### src/rtl/regfile_oe.sv
// Multi-entry register bank: one write port, two registered read ports with
// individual output enables, write-to-read bypass and a sequential flush FSM.
module regfile_oe #(
    parameter int unsigned DATA_WIDTH = 32,
    parameter int unsigned ADDR_WIDTH = 5,
    parameter bit          ZERO_REG   = 1'b1
) (
    input  logic                  clk,
    input  logic                  rst_i,
    input  logic                  we_i,
    input  logic [ADDR_WIDTH-1:0] waddr_i,
    input  logic [DATA_WIDTH-1:0] wdata_i,
    input  logic                  OE_a_i,
    input  logic [ADDR_WIDTH-1:0] raddr_a_i,
    output logic [DATA_WIDTH-1:0] data_a_o,
    input  logic                  OE_b_i,
    input  logic [ADDR_WIDTH-1:0] raddr_b_i,
    output logic [DATA_WIDTH-1:0] data_b_o,
    input  logic                  clear_i,
    output logic                  busy_o
);

    localparam int unsigned DEPTH = 1 << ADDR_WIDTH;

    localparam logic [0:0] S_IDLE  = 1'b0;
    localparam logic [0:0] S_CLEAR = 1'b1;

    logic [DATA_WIDTH-1:0] mem [DEPTH];

    logic [0:0]            state;
    logic [0:0]            state_next;
    logic [ADDR_WIDTH-1:0] cnt;
    logic [ADDR_WIDTH-1:0] cnt_next;

    logic                  wr_acc_c;
    logic [DATA_WIDTH-1:0] rd_a_c;
    logic [DATA_WIDTH-1:0] rd_b_c;

    // A write lands only in IDLE and never on the hardwired zero entry.
    assign wr_acc_c = we_i && (state == S_IDLE) && !(ZERO_REG && (waddr_i == '0));

    // State and flush counter registers.
    always_ff @(posedge clk or posedge rst_i) begin
        if (rst_i) begin
            state  <= S_IDLE;
            cnt    <= '0;
            busy_o <= 1'b0;
        end else begin
            state  <= state_next;
            cnt    <= cnt_next;
            busy_o <= (state_next == S_CLEAR);
        end
    end

    // Next-state logic: flush walks the counter across every entry once.
    always_comb begin
        state_next = state;
        cnt_next   = cnt;
        case (state)
            S_IDLE: begin
                if (clear_i) begin
                    state_next = S_CLEAR;
                    cnt_next   = '0;
                end
            end
            S_CLEAR: begin
                cnt_next = cnt + ADDR_WIDTH'(1);
                if (cnt == ADDR_WIDTH'(DEPTH - 1)) begin
                    state_next = S_IDLE;
                end
            end
            default: begin
                state_next = S_IDLE;
                cnt_next   = '0;
            end
        endcase
    end

    // Storage: writes and flush are mutually exclusive by state.
    always_ff @(posedge clk or posedge rst_i) begin
        if (rst_i) begin
            for (int i = 0; i < int'(DEPTH); i++) begin
                mem[i] <= '0;
            end
        end else if (wr_acc_c) begin
            mem[waddr_i] <= wdata_i;
        end else if (state == S_CLEAR) begin
            mem[cnt] <= '0;
        end
    end

    // Read value selection with zero-entry override and same-edge bypass.
    always_comb begin
        rd_a_c = mem[raddr_a_i];
        if (ZERO_REG && (raddr_a_i == '0)) begin
            rd_a_c = '0;
        end else if (wr_acc_c && (waddr_i == raddr_a_i)) begin
            rd_a_c = wdata_i;
        end
    end

    always_comb begin
        rd_b_c = mem[raddr_b_i];
        if (ZERO_REG && (raddr_b_i == '0)) begin
            rd_b_c = '0;
        end else if (wr_acc_c && (waddr_i == raddr_b_i)) begin
            rd_b_c = wdata_i;
        end
    end

    // Registered, output-enable gated read ports.
    always_ff @(posedge clk or posedge rst_i) begin
        if (rst_i) begin
            data_a_o <= '0;
            data_b_o <= '0;
        end else begin
            data_a_o <= OE_a_i ? rd_a_c : '0;
            data_b_o <= OE_b_i ? rd_b_c : '0;
        end
    end

endmodule
### config.mk
export PLATFORM = sky130hd
export DESIGN_NAME = regfile_oe
export DESIGN_NICKNAME = d
export VERILOG_FILES = /design/src/rtl/regfile_oe.sv
export SDC_FILE = /design/constraint.sdc
export NUM_CORES = 2
export LEC_CHECK = 0
export ABC_AREA = 1
export CAP_MARGIN = 20
export CELL_PAD_IN_SITES_DETAIL_PLACEMENT = 1
export CELL_PAD_IN_SITES_GLOBAL_PLACEMENT = 1
export CORE_ASPECT_RATIO = 0.8
export CORE_MARGIN = 3
export CORE_UTILIZATION = 40
export CTS_CLUSTER_DIAMETER = 120
export DETAILED_ROUTE_END_ITERATION = 7
export PLACE_DENSITY = 0.74
export SETUP_SLACK_MARGIN = 0.4
export SYNTH_ARGS = -nofsm -noshare
export SYNTH_HDL_FRONTEND = slang
export SYNTH_SLANG_ARGS = --single-unit
export TNS_END_PERCENT = 50
### constraint.sdc
create_clock -name clk -period 55.2 [get_ports clk]
set_clock_uncertainty 0.1 [all_clocks]
set_input_delay 8.28 -clock clk [delete_from_list [all_inputs] [get_ports clk]]
set_output_delay 8.28 -clock clk [all_outputs]
set_load 0.03 [all_outputs]
==> reports/results.ini <==
[power]
p_clk_share_pct=31.1
cell_internal_pwr_uw=1670
power_density_mw_per_mm2=39.4
combPwrFrac_pct=30.9
switching_share_pct=38.2
ir_worst_vdd_v=0.0000377
p_sw_uw=1030
seqPwrFrac_pct=38.0
leakage_uw=0.0357

[timing]
fin_crit_sh_pct=22.9
worst_pin_slew_ns=1.21
setup_viol=0
maxSlewViolCount=0
hold_violations=0
rsz0062_at_grt=no
fmax_mhz=79.2
finalCriticalPeriod_ns=12.62
setup_tns_ns=0
relSlewSlack_pct=19.6

[worst_hold_path]
hold_path.class=register to register

[final_layout]
regArea_mm2=0.0274
area_growth_pct=9.45
fill_cells=19456
layout.nets=8509
final_area_mm2=0.0685
drive_gt1_share_pct=6.41
multi_input_area_mm2=0.0274

[yosys]
ys_seq_area_share_pct=43.7
synth_nets=8871
synth_area_leaders=dfrtp_1, nand2_1, nand3_1, o22ai_1, inv_1
netlist_instances=8813
ys_ff_latch=1094
yosysTopAreaCell=dfrtp_1
synth_top_area_share_pct=43.7
yosys_warnings=0
ys_types=34
netlist_area_mm2=0.0626
synth_area_per_cell_um2=7.10

[global_route]
grt_max_degree=157
globalRouteTotalUtil_pct=37.3
antenna_found_initial=4
gr-total-overflow=0
grt_pass1_wl_um=453000
first_global_vias=67742

[detailed_routing]
finalWirelength_um=307000
drc=0
drt_iter0_markers=7929
vias=66381
first_pass_iters=6
drt-vias-per-instance=6.24
drt-wirelength-per-cell_um=28.8
drtAntennaViolNets=0

[placement]
gp_congestion=0.922
detailed_place_hpwl_um=174000
port_buffers=117
place_area_mm2=0.0645

[cts]
holdBufCountCts=0
clockBufferDepth=3
path_clk_slew_ns=0.06
cts_made_buffers=118
cts-resized-gates=0
cts_num_sinks=1094
worstSkewPairLatency_ns=0.79
cts_tree=done
post_cts_buffers=0
htree_levels=3
root_buffer=clkbuf_16

[worst_setup_path]
cp_max_fo=48
critPathRequiredTime_ns=55.70
setup.worst_path.class=input pin to register
r2r_slack_ns=49.93
critPathCaptureType=register
cp.arrival_ns=13.13
cpMaxStageDelayCell=nand3_2
max_stage_delay_ns=0.93
worst_setup_path_start_kind=input pin
cp_common_cell=nand2_1
crit_chain=clkdlybuf4s50_1 > nor2_2 > nand2_2 > nand2_4 > inv_4 > buf_4 > nand3_2 > nand2_1 > nand2_1 > inv_2 > o22ai_1

[floorplan]
core-area_mm2=0.155
row_count=129
ios=118
start_util_pct=40.4
die_w_um=448
die_h_um=360
dieArea_mm2=0.161

[run_status]
status=finished, final reports clean

[job]
maxCapViolations=0

==> cells in the final DEF, fill, tap and decap left out, types with 5 or more instances in the layout <==
master,n
nand2_1,2852
nand3_1,1646
inv_1,1132
dfrtp_1,1094
o22ai_1,817
buf_4,150
clkbuf_16,120
clkdlybuf4s50_1,107
o22ai_2,80
o211ai_1,72
o21ai_0,64
a21oi_1,60
nor2_1,51
inv_2,42
clkinv_2,36
nor3_1,29
clkbuf_1,22
o21ai_1,19
clkbuf_8,19
nand4_1,12
a21oi_4,12
buf_12,12
a21oi_2,11
bufinv_16,11
nand2_2,7
xnor2_1,6
nor3_2,5
inv_8,5
inv_6,5
ha_1,5
buf_8,5
==> cells by family after synthesis <==
group | synth area share, %
fa+ha+maj | 0.0999
flops | 43.7
xor+xnor | 0.126
buf+inv | 12.5
simple gates | 31.2
compound gates | 12.2
mux | 0.0160
==> cell usage after synthesis <==
cell type	n
xor2_1	3
inv_1	1147
nor2_1	51
nand3_1	1649
buf_2	236
ha_1	5
dfrtp_1	1094
nor4_1	2
a21oi_1	60
buf_6	23
inv_2	37
o211ai_1	72
clkbuf_1	405
nand2_1	2855
nor2_2	4
xnor2_1	6
o21ai_2	3
a21oi_2	15
o21ai_1	19
clkinv_1	1
buf_4	17
mux2i_1	1
a21oi_4	8
nor3_4	2
nand2_2	4
o22ai_2	80
o21ai_0	64
nor3_2	6
inv_4	1
nand2_4	2
nor3_1	29
nand4_1	12
buf_1	83
o22ai_1	817
==> registers in the layout, summed over array words and instances (netlist names) <==
signal,cells
data_b_o,32
data_a_o,32
mem,1024
cnt,5
state,1
==> power by group through the flow <==
stage	combinational [uW]	sequential [uW]	clock (uW)
3_3_place_gp	769	1030	0
6_report	833	1020	839
5_1_grt	897	1040	879
4_1_cts	806	1020	844
2_1_floorplan	533	1030	0
3_5_place_dp	800	1040	0
==> cell type report <==
type / count / share of cell area, %
tap: 2096 / 3.83
antenna: 4 / 0.0146
inverter: 1186 / 6.57
timing repair buffer: 282 / 3.84
sequential: 1094 / 40.0
multi-input combinational: 5769 / 40.1
clock buffer: 161 / 4.89
clock inverter: 54 / 0.842
==> final timing paths <==
path                                           start                   end  depth (start not counted)
worst min register to register  mem[257]$_DFFE_PP0P_  mem[257]$_DFFE_PP0P_                          2
worst min-delay path            mem[257]$_DFFE_PP0P_  mem[257]$_DFFE_PP0P_                          2
worst max register to register       state$_DFF_PP0_  mem[394]$_DFFE_PP0P_                          9
max in group asynchronous                      rst_i    cnt[2]$_DFFE_PP0P_                          5
min in group asynchronous                      rst_i  mem[752]$_DFFE_PP0P_                          2
worst max-delay path                      waddr_i[0]  mem[394]$_DFFE_PP0P_                         11
==> layer usage <==
metal | track usage, % | part of all wire (%) | up-vias
li1 | - | - | 27882
met3 | 7.93 | 10 | 1101
met4 | 23.5 | 7.5 | 2
met2 | 54.6 | 42 | 4101
met5 | 0 | 0.015 | -
met1 | 50.0 | 40 | 33295
==> worst max-delay path: cells and delay by family <==
family / cells / cell delay, ns
compound gates: 1 / 0.19
simple gates: 6 / 1.79
buf+inv: 4 / 2.76
==> per-stage QoR <==
| stage | hold WS [ns] | util [%] | power (uW) | setup slack [ns] | std cells |
|---|---|---|---|---|---|
| 6_report | 0.372 | 44.2 | 2700 | 42.58 | 10646 |
| 5_1_grt | 0.389 | 44.2 | 2820 | 42.50 | 10643 |
| 4_1_cts | 0.374 | 44.1 | 2670 | 42.82 | 10638 |
| 3_5_place_dp | 0.358 | 41.6 | 1840 | 42.08 | 10423 |
| 3_3_place_gp | 0.353 | 41.5 | 1800 | 42.14 | 10416 |
| 2_1_floorplan | 0.336 | - | 1570 | 16.02 | 8813 |
Note: power is estimated with default switching activity, not from simulation.
